File: src/rtl/core_pkg.sv
// core_pkg
// Shared definitions for the multi-cycle execution sequencer: the sequencer
// state encoding, the word-access memory op code used for instruction fetch,
// and the default number of cycles a request or wait phase may last before
// the sequencer gives up.
// Ports: none (package only).
package core_pkg;

    // Sequencer phases. WB is the only phase that commits architectural state.
    typedef enum logic [2:0] {
        IDLE    = 3'd0,
        IF_REQ  = 3'd1,
        IF_WAIT = 3'd2,
        EX      = 3'd3,
        LS_REQ  = 3'd4,
        LS_WAIT = 3'd5,
        WB      = 3'd6,
        ERR     = 3'd7
    } seq_state_e;

    localparam logic [2:0] MEM_OP_WORD = 3'b010;

    localparam int DEFAULT_TIMEOUT = 255;

endpackage

File: src/rtl/seq_timeout_cnt.sv
// seq_timeout_cnt
// Watchdog for one request or wait phase of the sequencer. The count is
// cleared whenever the sequencer is outside a counting phase or completes a
// handshake, and advances once per cycle spent in a counting phase. The
// expire flag marks the cycle in which the count would reach TIMEOUT.
// Ports:
//   clk_i     core clock
//   rst_ni    asynchronous active-low reset
//   clear_i   restart the count from zero on the next edge
//   en_i      sequencer is in a request or wait phase
//   expire_o  this cycle is the last one allowed in the current phase
module seq_timeout_cnt
    import core_pkg::*;
#(
    parameter int TIMEOUT = DEFAULT_TIMEOUT
) (
    input  logic clk_i,
    input  logic rst_ni,
    input  logic clear_i,
    input  logic en_i,
    output logic expire_o
);

    localparam int CNT_W = $clog2(TIMEOUT + 1);

    logic [CNT_W-1:0] cnt_q;
    logic [CNT_W-1:0] cnt_d;

    // Clear has priority so a phase change always starts from zero.
    always_comb begin
        cnt_d = cnt_q;
        if (clear_i) begin
            cnt_d = '0;
        end else if (en_i) begin
            cnt_d = cnt_q + CNT_W'(1);
        end
    end

    always_ff @(posedge clk_i or negedge rst_ni) begin
        if (!rst_ni) begin
            cnt_q <= '0;
        end else begin
            cnt_q <= cnt_d;
        end
    end

    // The count equals the number of cycles already spent in the phase, so
    // TIMEOUT-1 marks the TIMEOUT-th cycle.
    assign expire_o = en_i && (cnt_q == CNT_W'(TIMEOUT - 1));

endmodule

File: src/rtl/exec_seq_ctrl.sv
// exec_seq_ctrl
// Multi-cycle execution sequencer for the RV32 core. Walks every instruction
// through fetch, execute, optional load/store and write-back over a single
// valid/ready memory port, latches the fetched instruction and load data,
// and emits one-cycle commit strobes for the PC register and register file.
// Ports:
//   clk_i, rst_ni          core clock, asynchronous active-low reset
//   run_i                  keep issuing instructions while high
//   pc_i                   current PC from the PC register
//   alu_result_i           load/store address
//   mem_wr_i, mem_to_reg_i decoded store / load
//   mem_op_i, wdata_i      access size/sign and store data
//   mem_req_*              request channel (valid/ready handshake)
//   mem_resp_valid_i/data  read data or store acknowledge
//   inst_o, load_data_o    latched instruction and load result
//   pc_wen_o, reg_wen_o    commit strobes, high only in write-back
//   busy_o                 not idle
//   err_o                  sticky timeout flag
module exec_seq_ctrl
    import core_pkg::*;
#(
    parameter int ADDR_W  = 32,
    parameter int DATA_W  = 32,
    parameter int TIMEOUT = DEFAULT_TIMEOUT
) (
    input  logic              clk_i,
    input  logic              rst_ni,
    input  logic              run_i,
    input  logic [ADDR_W-1:0] pc_i,
    input  logic [ADDR_W-1:0] alu_result_i,
    input  logic              mem_wr_i,
    input  logic              mem_to_reg_i,
    input  logic [2:0]        mem_op_i,
    input  logic [DATA_W-1:0] wdata_i,
    output logic              mem_req_valid_o,
    input  logic              mem_req_ready_i,
    output logic [ADDR_W-1:0] mem_req_addr_o,
    output logic              mem_req_wen_o,
    output logic [2:0]        mem_req_op_o,
    output logic [DATA_W-1:0] mem_req_wdata_o,
    input  logic              mem_resp_valid_i,
    input  logic [DATA_W-1:0] mem_resp_data_i,
    output logic [DATA_W-1:0] inst_o,
    output logic [DATA_W-1:0] load_data_o,
    output logic              pc_wen_o,
    output logic              reg_wen_o,
    output logic              busy_o,
    output logic              err_o
);

    seq_state_e        state_q;
    logic [DATA_W-1:0] inst_q;
    logic [DATA_W-1:0] loadData_q;
    logic [ADDR_W-1:0] lsAddr_q;
    logic              lsWen_q;
    logic [2:0]        lsOp_q;
    logic [DATA_W-1:0] lsWdata_q;
    logic              lsIsLoad_q;

    logic reqState;
    logic waitState;
    logic hsDone;
    logic cntClear;
    logic expire;

    assign reqState  = (state_q == IF_REQ) || (state_q == LS_REQ);
    assign waitState = (state_q == IF_WAIT) || (state_q == LS_WAIT);

    // A completed handshake or response leaves the current phase, so the
    // watchdog restarts for the next phase.
    assign hsDone   = (reqState && mem_req_ready_i) || (waitState && mem_resp_valid_i);
    assign cntClear = !(reqState || waitState) || hsDone;

    seq_timeout_cnt #(
        .TIMEOUT (TIMEOUT)
    ) u_timeout (
        .clk_i    (clk_i),
        .rst_ni   (rst_ni),
        .clear_i  (cntClear),
        .en_i     (reqState || waitState),
        .expire_o (expire)
    );

    // Sequencer state and latches. The load/store request fields are captured
    // in EX, where decode and ALU outputs have settled, and then held for the
    // whole request phase. A handshake in the final allowed cycle still counts
    // as success; only a phase that runs out of cycles drops into ERR.
    always_ff @(posedge clk_i or negedge rst_ni) begin
        if (!rst_ni) begin
            state_q    <= IDLE;
            inst_q     <= '0;
            loadData_q <= '0;
            lsAddr_q   <= '0;
            lsWen_q    <= 1'b0;
            lsOp_q     <= '0;
            lsWdata_q  <= '0;
            lsIsLoad_q <= 1'b0;
        end else begin
            case (state_q)
                IDLE: begin
                    if (run_i) begin
                        state_q <= IF_REQ;
                    end
                end
                IF_REQ: begin
                    if (mem_req_ready_i) begin
                        state_q <= IF_WAIT;
                    end else if (expire) begin
                        state_q <= ERR;
                    end
                end
                IF_WAIT: begin
                    if (mem_resp_valid_i) begin
                        inst_q  <= mem_resp_data_i;
                        state_q <= EX;
                    end else if (expire) begin
                        state_q <= ERR;
                    end
                end
                EX: begin
                    if (mem_wr_i || mem_to_reg_i) begin
                        lsAddr_q   <= alu_result_i;
                        lsWen_q    <= mem_wr_i;
                        lsOp_q     <= mem_op_i;
                        lsWdata_q  <= wdata_i;
                        lsIsLoad_q <= mem_to_reg_i && !mem_wr_i;
                        state_q    <= LS_REQ;
                    end else begin
                        state_q <= WB;
                    end
                end
                LS_REQ: begin
                    if (mem_req_ready_i) begin
                        state_q <= LS_WAIT;
                    end else if (expire) begin
                        state_q <= ERR;
                    end
                end
                LS_WAIT: begin
                    if (mem_resp_valid_i) begin
                        if (lsIsLoad_q) begin
                            loadData_q <= mem_resp_data_i;
                        end
                        state_q <= WB;
                    end else if (expire) begin
                        state_q <= ERR;
                    end
                end
                WB: begin
                    state_q <= run_i ? IF_REQ : IDLE;
                end
                ERR: begin
                    state_q <= ERR;
                end
                default: begin
                    state_q <= IDLE;
                end
            endcase
        end
    end

    // Request outputs decode from state so reset removes them immediately.
    // The fetch address follows pc_i directly: the PC register is written at
    // the end of WB, so in the first fetch cycle only its output already holds
    // the new PC, and it cannot change again before the next WB.
    assign mem_req_valid_o = reqState;
    assign mem_req_addr_o  = (state_q == IF_REQ) ? pc_i :
                             (state_q == LS_REQ) ? lsAddr_q : '0;
    assign mem_req_wen_o   = (state_q == LS_REQ) && lsWen_q;
    assign mem_req_op_o    = (state_q == IF_REQ) ? MEM_OP_WORD :
                             (state_q == LS_REQ) ? lsOp_q : 3'b000;
    assign mem_req_wdata_o = (state_q == LS_REQ) ? lsWdata_q : '0;

    assign inst_o      = inst_q;
    assign load_data_o = loadData_q;
    assign pc_wen_o    = (state_q == WB);
    assign reg_wen_o   = (state_q == WB);
    assign busy_o      = (state_q != IDLE);
    assign err_o       = (state_q == ERR);

endmodule

File: config.mk
export PLATFORM = sky130hd
export DESIGN_NAME = exec_seq_ctrl
export DESIGN_NICKNAME = d
export VERILOG_FILES = /design/src/rtl/core_pkg.sv /design/src/rtl/seq_timeout_cnt.sv /design/src/rtl/exec_seq_ctrl.sv
export SDC_FILE = /design/constraint.sdc
export NUM_CORES = 1
export LEC_CHECK = 0
export ABC_AREA = 0
export ABC_CLOCK_PERIOD_IN_PS = 2200
export BUFFER_PORTS_ARGS = -buffer_cell sky130_fd_sc_hd__buf_2
export CAP_MARGIN = 10
export CORE_UTILIZATION = 44
export CTS_CLUSTER_DIAMETER = 150
export DETAILED_ROUTE_END_ITERATION = 10
export MAX_ROUTING_LAYER = met4
export PLACE_DENSITY = 0.77
export SLEW_MARGIN = 15
export SYNTH_ARGS = -nofsm -noshare
export SYNTH_HDL_FRONTEND = slang
export SYNTH_HIERARCHICAL = 1
export SYNTH_SLANG_ARGS = --single-unit
File: constraint.sdc
create_clock -name clk_i -period 2.2 [get_ports clk_i]
set_input_delay 0.22 -clock clk_i [delete_from_list [all_inputs] [get_ports clk_i]]
set_output_delay 0.22 -clock clk_i [all_outputs]
set_load 0.02 [all_outputs]
After elaboration in Yosys (flattened, before gate mapping)
Cells that the tools add are included.

operators by class
  add/subtract/negate cells = 1
  equality and inequality tests = 9
  mux-type cells = 16
  reductions and logical operators = 19

operator list
  operator                                                         count
  32-bit 2-to-1 mux                                                3
  3-bit 2-to-1 mux                                                 8
  3-bit one-hot mux with 8 select lines                            1
  8-bit 2-to-1 mux                                                 2
  3-bit == test, second input constant                             4
  8-bit by 1-bit adder with 8-bit output, second input constant    1
  8-bit == test, second input constant                             1
  3-bit by 2-bit == test with 1-bit output, second input constant  2
  1-bit logical OR                                                 6
  1-bit logical AND                                                5
  2-bit AND reduction                                              2
  3-bit by 1-bit == test with 1-bit output, second input constant  1
  3-bit logical NOT                                                1
  3-bit AND reduction                                              1
  3-bit nonzero test                                               1
  1-bit logical NOT                                                2
  2-bit 2-to-1 mux                                                 1
  2-bit inequality test, second input constant                     1
  2-bit nonzero test                                               1
  1-bit 2-to-1 mux                                                 1

storage, ports and cells
  flip-flop bits (word level) = 144
  input port bits = 138
  word-level logic and storage cells = 54

Longest topological paths before layout
Gate-level depths: netlist of run 1.

  depth after elaboration = 7
  gate-level depth with buffers = 10
  depth with buffers taken out = 8

By module
Netlist of run 1, hierarchy kept.

modules (own cells, without submodules)
  module           times used  cells each  area an instance (µm²)  sequential area each (µm²)
  exec_seq_ctrl    1           410         6,149.6                 3,403.3
  seq_timeout_cnt  1           41          411.6                   200.2

Worst setup path before layout of run 1
Ideal clock, no wire load.

  path type = register -> register
  start = reg state_q[0]
  end = reg state_q[0]
  setup time = 134 ps
  arrival = 1,891 ps
  setup slack = 175 ps
  stages on the path, launching flop included = 11
  cells stage by stage = dfrtp_1 > buf_2 > buf_1 > nor3_1 > nor2_1 > buf_4 > nand4_1 > nor2_1 > or2_2 > a221oi_1 > a31oi_1

on the way
  longest elaborated chain between the ends = 7

ends and longest elaborated chain
  item                                                                    line                                      RTL
  start, declared                                                         exec_seq_ctrl.sv:51                       seq_state_e state_q;
  start signal, assigned                                                  exec_seq_ctrl.sv:150                      state_q <= run_i ? IF_REQ : IDLE;
  3-bit by 1-bit == test with 1-bit output, or another cell as far along  exec_seq_ctrl.sv:66                       assign reqState = (state_q == IF_REQ) || (state_q == LS_REQ);
  1-bit logical OR, on equally long branches                              exec_seq_ctrl.sv:66, exec_seq_ctrl.sv:67
  1-bit logical OR *                                                      exec_seq_ctrl.sv:80                       .en_i (reqState || waitState),
  1-bit logical AND *                                                     seq_timeout_cnt.sv:49                     assign expire_o = en_i && (cnt_q == CNT_W'(TIMEOUT - 1));
  via expire                                                              exec_seq_ctrl.sv:64                       logic expire;
  3-bit 2-to-1 mux *                                                      --
  3-bit 2-to-1 mux, on equally long branches                              --
  3-bit one-hot mux with 8 select lines *                                 exec_seq_ctrl.sv:99                       case (state_q)

The timed path passes the listed nets; every way through them passes the cells marked *.
A chain may end at the register's enable or synchronous reset.

Worst setup path in the final report of run 1
  start = reg state_q[0]
  end = out mem_req_valid_o

on the way
  longest elaborated chain between the ends = 2

ends and longest elaborated chain
  item                                                                       line                 RTL
  3-bit by 1-bit == test with 1-bit output or 3-bit == test (tied branches)  exec_seq_ctrl.sv:66
  1-bit logical OR *                                                         exec_seq_ctrl.sv:66
  end, declared                                                              exec_seq_ctrl.sv:35  output logic mem_req_valid_o,

Mark *: on every way between the ends. The rest lies on a longest branch, timed or not.

==> summary.md, run 1 <==
| Metric | Value |
|---|---|
| CP arrival | `around 1.9 ns` |
| Die area | `15400 um2` |
| Cell-internal power | `0.00887 W` |
| Pin count of the biggest net entering global routing | `70` |
| Filler cells | `between 1k and 1.5k` |
| DRT Pass-1 Iters | `4` |
| Area Growth Syn to Fin | `34.9%` |
| Max clock buf depth | `2` |
| Worst path required time | `1.98 ns` |
| CTS HTree Levels | `4` |
| Initial DRC Count | `250` |
| Worst Setup Start Kind | `flop` |
| VDD IR max | `approximately 0.75 mV` |
| Die span in y | `124 um` |
| Worst-path clk slew | `~0.070 ns` |
| #FFs+latches synth | `between 100 and 150` |
| CP endpoint kind | `output port` |
| Final worst path period share | `~97%` |
| Vias | `between 4k and 5k` |
| # DRC | `0` |
| Wire length after detailed routing | `16700 um` |
| Syn Nets | `591` |
| Core outline area | `about 15000 um2` |
| Initial Utilization | `45.1%` |
| Power Density | `1570 nW/um2` |
| Multiplexer share of the synthesized area | `25.9%` |
| Syn avg cell area | `14.5 um2` |
| Die width | `124 um` |
| Footprint of the multi-input gates | `~2700 um2` |
| Vias in the first global route | `4539` |
| CTS tree | `yes` |
| Final Max Slew Viols | `0` |
| Via density per instance | `5.13` |
| Synth Area in XOR/XNOR | `less than 1%` |
| Sequential share of the synthesized area | `54.9%` |
| Initial antenna violation count | `0` |
| GR Overflow Total | `0` |
| Clk sink count | `144` |
| Nets | `871` |
| Combined area of all synthesized cells | `6560 um2` |
| I/O Buffers | `274` |
| Switching part of the total | `36.0%` |
| WL per Instance | `approximately 18 um` |
| DP HPWL | `11800 um` |
| Total track usage | `20.9%` |
| Synthesized instance count | `451` |
| Synth Area in Compound Gates | `under 10%` |
| Unrepaired setup endpoints after global routing | `false` |
| Leakage power | `4.57 nW` |
| Reg power frac | `34.1%` |
| IO Count | `275` |
| Rel. slew slack | `72.7%` |
| Crit path kind | `flop to output port` |
| Crit path time final | `2.12 ns` |
| Flop-to-flop setup slack | `0.24 ns` |
| Adder-cell share of the synthesized area | `0.381%` |
| Layout cell share with drive strength beyond 1 | `62.4%` |
| Combinational family with the most area after synthesis | `multiplexers` |
| Psw | `0.00498 W` |
| Gpl congestion | `0.859` |
| TNS Setup | `0 ns` |
| Ys flop type | `dfrtp_1` |
| Num CTS Buffers | `17` |
| Peak Freq | `between 400 and 500 MHz` |
| Clk_lat worst skew | `0.42 ns` |
| Post-synth cell types | `47` |
| Global-route wire length before repair | `approximately 23000 um` |
| Status | `finished clean` |
| EDFF count, synth | `0` |
| Hold Violations, Final | `0` |
| Hold Path Class | `primary input to flop` |
| Gate power share | `43.6%` |
| Ys Warns | `6` |
| FF+latch area | `3610 um2` |
| Total chip power | `0.0139 W` |
| Number of nets with antenna violations after routing | `0` |
| Design Area, Final | `8850 um2` |
| Worst Tran Pin Value | `around 0.40 ns` |
| Largest fanout on the critical path | `17` |
| Post-Synth Simple-Gate Area | `7.70%` |
| Number of max-cap violations | `0` |
| Antenna cells | `0` |
| Hold slack final | `0.0286 ns` |
| Row Count | `44` |
| Final setup viols | `0` |
| Clock Power Share | `approximately 22%` |
| Ys async rst share | `100%` |
| Clk root buf | `clkbuf_16` |
| Area post-placement | `between 8000 and 9000 um2` |
| Setup Skew | `0.00947 ns` |
## synth_stat cells, types with 4 or more instances
| cell type | n | share of area (%) |
|---|---|---|
| inv_1 | 5 | 0.29 |
| mux2_2 | 69 | 12 |
| buf_6 | 6 | 1.0 |
| a21oi_1 | 5 | 0.38 |
| dfrtp_1 | 144 | 55 |
| nor2_1 | 12 | 0.69 |
| clkbuf_1 | 8 | 0.46 |
| and2_1 | 35 | 3.3 |
| or3_1 | 4 | 0.38 |
| buf_4 | 5 | 0.57 |
| nand2_1 | 5 | 0.29 |
| mux2_4 | 60 | 14 |
| o21ai_0 | 4 | 0.31 |
| buf_2 | 9 | 0.69 |
| a22o_1 | 33 | 4.4 |
## worst max-delay path: stages (launching register included)
cell,delay [ns]
dfrtp_2,0.50
buf_4,0.20
nor2_4,0.04
buf_12,0.13
buf_6,0.16
or2_2,0.30
buf_2,0.16
## state kept, by name, summed over array words and instances (netlist names)
signal / flops
lsWdata_q: 32
lsIsLoad_q: 1
lsWen_q: 1
inst_o: 32
lsAddr_q: 32
lsOp_q: 3
load_data_o: 32
state_q: 3
u_timeout/cnt_q: 8
## power groups by stage
stage	Clock (W)	Sequential, W	Combinational, W
after floorplan	0	0.00523	0.00363
after global placement	0	0.00466	0.00578
after detailed placement	0	0.00474	0.00592
after CTS	0.00315	0.00472	0.00596
after global routing	0.00326	0.00489	0.00647
final	0.00308	0.00473	0.00604
## final timing paths
| kind | end | from | cells after the start |
|---|---|---|---|
| worst max-delay path | mem_req_valid_o | state_q[0] | 6 |
| worst min-delay path | lsAddr_q[25] | alu_result_i[25] | 2 |
| worst max register to register | state_q[0] | state_q[0] | 7 |
| worst min register to register | inst_o[7] | inst_o[7] | 1 |
| max in group asynchronous | state_q[0] | rst_ni | 3 |
| min in group asynchronous | load_data_o[2] | rst_ni | 2 |
## stage by stage
stage	instances	util [%]	setup WS, ns
after CTS	924	60.3	0.0515
after detailed placement	891	55.9	0.181
after global placement	891	55.9	0.235
final	928	60.9	0.0769
after global routing	928	60.9	0.00564
after floorplan	451	-	0.175
## final cells by class
class	instances	share of cell area, %
Sequential cell	144	40.8
Multi-Input combinational cell	270	30.6
Timing Repair Buffer	293	18.6
Clock buffer	19	4.89
Tap cell	184	2.60
Clock inverter	13	2.26
Inverter	5	0.212
## placed cells by master, fill, tap and decap left out, drive strengths merged, types with 3 or more instances in the layout
cell type,Yosys,layout
dfrtp,144,144
clkbuf,8,21
a22o,33,33
nand4,4,4
mux2,131,131
xor2,3,3
clkinv,0,4
a21oi,5,5
or3,4,4
nand2,5,5
o21ai,4,4
buf,24,290
nor3,3,3
nor2,12,12
inv,5,10
nor2b,3,3
bufinv,0,4
and2,35,35
## layer usage
layer	global-route usage (%)	routed length (um)	vias up
li1	-	-	2170
met1	25.0	6900	2371
met2	33.6	8380	198
met3	6.36	1170	20
met4	7.14	223	0
met5	-	0	-
## timing repair
| item | in CTS | in global routing |
|---|---|---|
| endpoints found under the setup margin | 34 | 18 |
| endpoints found under the hold margin | 42 | 0 |
| cloned | 0 | 3 |
| resized for setup | 2 | 1 |
| hold buffers | 1 | 0 |
| pin swaps | 0 | 1 |
| setup buffers | 0 | 1 |
## logic make-up after synthesis
group           after synthesis
buf+inv                      37
flops                       144
compound gates               54
fa+ha+maj                     2
xor+xnor                      4
mux                         131
simple gates                 79
(Power assumes the default switching activity.)
==> inputs of run 2 (changes only) <==
CORE_ASPECT_RATIO = 0.5   (was unset)
==> summary.md, run 2 (synthesis gave the netlist of run 1 again) <==
| Metric | Value |
|---|---|
| Hold Path Class | `primary input to flop` |
| Slowest-stage cell, CP | `dfrtp_2` |
| Via density per instance | `roughly 4.9` |
| Design Area, Final | `8810 um2` |
| Pin count of the biggest net entering global routing | `58` |
| WL per Instance | `15.9 um` |
| Status | `finished clean` |
| DRT Pass-1 Iters | `4` |
| Total track usage | `between 10% and 20%` |
| GR Overflow Total | `0` |
| Setup Skew | `0.00930 ns` |
| CP endpoint kind | `output port` |
| TNS Setup | `0 ns` |
| Worst-path clk slew | `0.07 ns` |
| DP HPWL | `10400 um` |
| Die area | `15400 um2` |
| Number of nets with antenna violations after routing | `0` |
| Core outline area | `14500 um2` |
| Worst setup margin | `roughly 0.12 ns` |
| CP arrival | `1.86 ns` |
| Place WS | `0.173 ns` |
| Most frequent cells in the layout | `buf_2 (273), dfrtp_1 (141), mux2_2 (69), mux2_4 (60), and2_1 (35)` |
| Die width | `175 um` |
| Crit path time final | `2.08 ns` |
| Unrepaired setup endpoints after global routing | `false` |
| Clk sink count | `roughly 140` |
| Delay-heaviest family, CP | `buffers and inverters` |
| Final Max Slew Viols | `0` |
| Worst Tran Pin Value | `~0.55 ns` |
| Final setup viols | `0` |
| Nets | `868` |
| Global-route wire length before repair | `between 20000 and 25000 um` |
| Area post-placement | `just over 8000 um2` |
| I/O Buffers | `274` |
| Antenna cells | `0` |
| Leakage power | `~4.5 nW` |
| Commonest non-fill, non-tap cell in the layout | `buf_2` |
| Power Density | `1550 nW/um2` |
| Worst path bufs/invs | `3` |
| Rel. slew slack | `63.5%` |
| Number of max-cap violations | `0` |
| CP peak stage delay | `0.50 ns` |
| # DRC | `0` |
| Worst Setup Start Kind | `flop` |
| Row Count | `31` |
| Total chip power | `around 0.014 W` |
| Worst path required time | `1.98 ns` |
| Initial Utilization | `45.2%` |
| Vias | `4626` |
| IO Count | `275` |
| CTS HTree Levels | `4` |
| Final worst path period share | `94.4%` |
| Max clock buf depth | `2` |
| Layout cell share with drive strength beyond 1 | `62.5%` |
| Peak Freq | `482 MHz` |
| Crit path kind | `flop to output port` |
| VDD IR max | `0.533 mV` |
| CTS tree | `yes` |
| Num CTS Buffers | `17` |
| Vias in the first global route | `between 4k and 5k` |
| Area Growth Syn to Fin | `34.2%` |
| Clk_lat worst skew | `a little over 0.4 ns` |
| Gpl congestion | `0.857` |
| Clk root buf | `clkbuf_16` |
| Die span in y | `88.4 um` |
| Initial antenna violation count | `0` |
| Hold slack final | `0.0377 ns` |
| Initial DRC Count | `245` |
| Worst path cell trace | `buf_4 > nor3_4 > buf_12 > a22o_1 > buf_2` |
| Hold Violations, Final | `0` |
| Wire length after detailed routing | `14900 um` |
| Largest fanout on the critical path | `34` |
[run 2: path summary, 6_finish.rpt]
kind	from	endpoint	slack [ns]	cells past startpoint
worst max-delay path	state_q[2]	mem_req_addr_o[4]	0.12	5
worst max register to register	state_q[0]	state_q[1]	0.30	9
max in group asynchronous	rst_ni	load_data_o[28]	1.17	3
worst min-delay path	alu_result_i[29]	lsAddr_q[29]	0.04	2
worst min register to register	inst_o[7]	inst_o[7]	0.49	1
min in group asynchronous	rst_ni	lsWdata_q[17]	0.35	2
[run 2: per-stage QoR]
stage                     util, %  std cells
after floorplan                 -        451
after global placement       56.3        905
after detailed placement     56.3        905
after CTS                    60.7        939
after global routing         60.7        939
final                        60.7        939
[run 2: report_power, final]
| part | internal [W] | switching (W) |
|---|---|---|
| Combinational | 0.00293 | 0.00301 |
| Clock | 0.00183 | 0.00116 |
| Sequential | 0.00395 | 0.000746 |
| Total | 0.00871 | 0.00492 |
[run 2: worst register-to-register path: cells and delay by family, from the launching register on]
| kind | cells | cell delay [ns] |
|---|---|---|
| and+or+nand+nor | 6 | 0.94 |
| AOI/OAI and AO/OA | 2 | 0.29 |
| DFF | 1 | 0.40 |
| buffers and inverters | 1 | 0.18 |
[run 2: area by class of cell]
class                   count  area, um2
inverters                   5       18.8
clock buffers              18        439
repair buffers            290       1600
flip-flops and latches    144       3610
clock inverters            14        180
multi-input cells         270       2710
well taps                 198        248
fillers                  1177       5700
[run 2: metal layers]
layer	vias to the layer above	track usage [%]	wire, um
met5	-	-	0
met2	127	31.2	7490
met1	2312	25.0	6610
met3	20	3.52	585
li1	2167	-	-
met4	0	6.56	204
[run 2: what timing repair did]
item	4_1_cts	5_1_grt
hold endpoints to repair	54	0
setup buffers	1	0
hold buffers	1	0
gates resized for setup	2	2
endpoints found under the setup margin	66	38
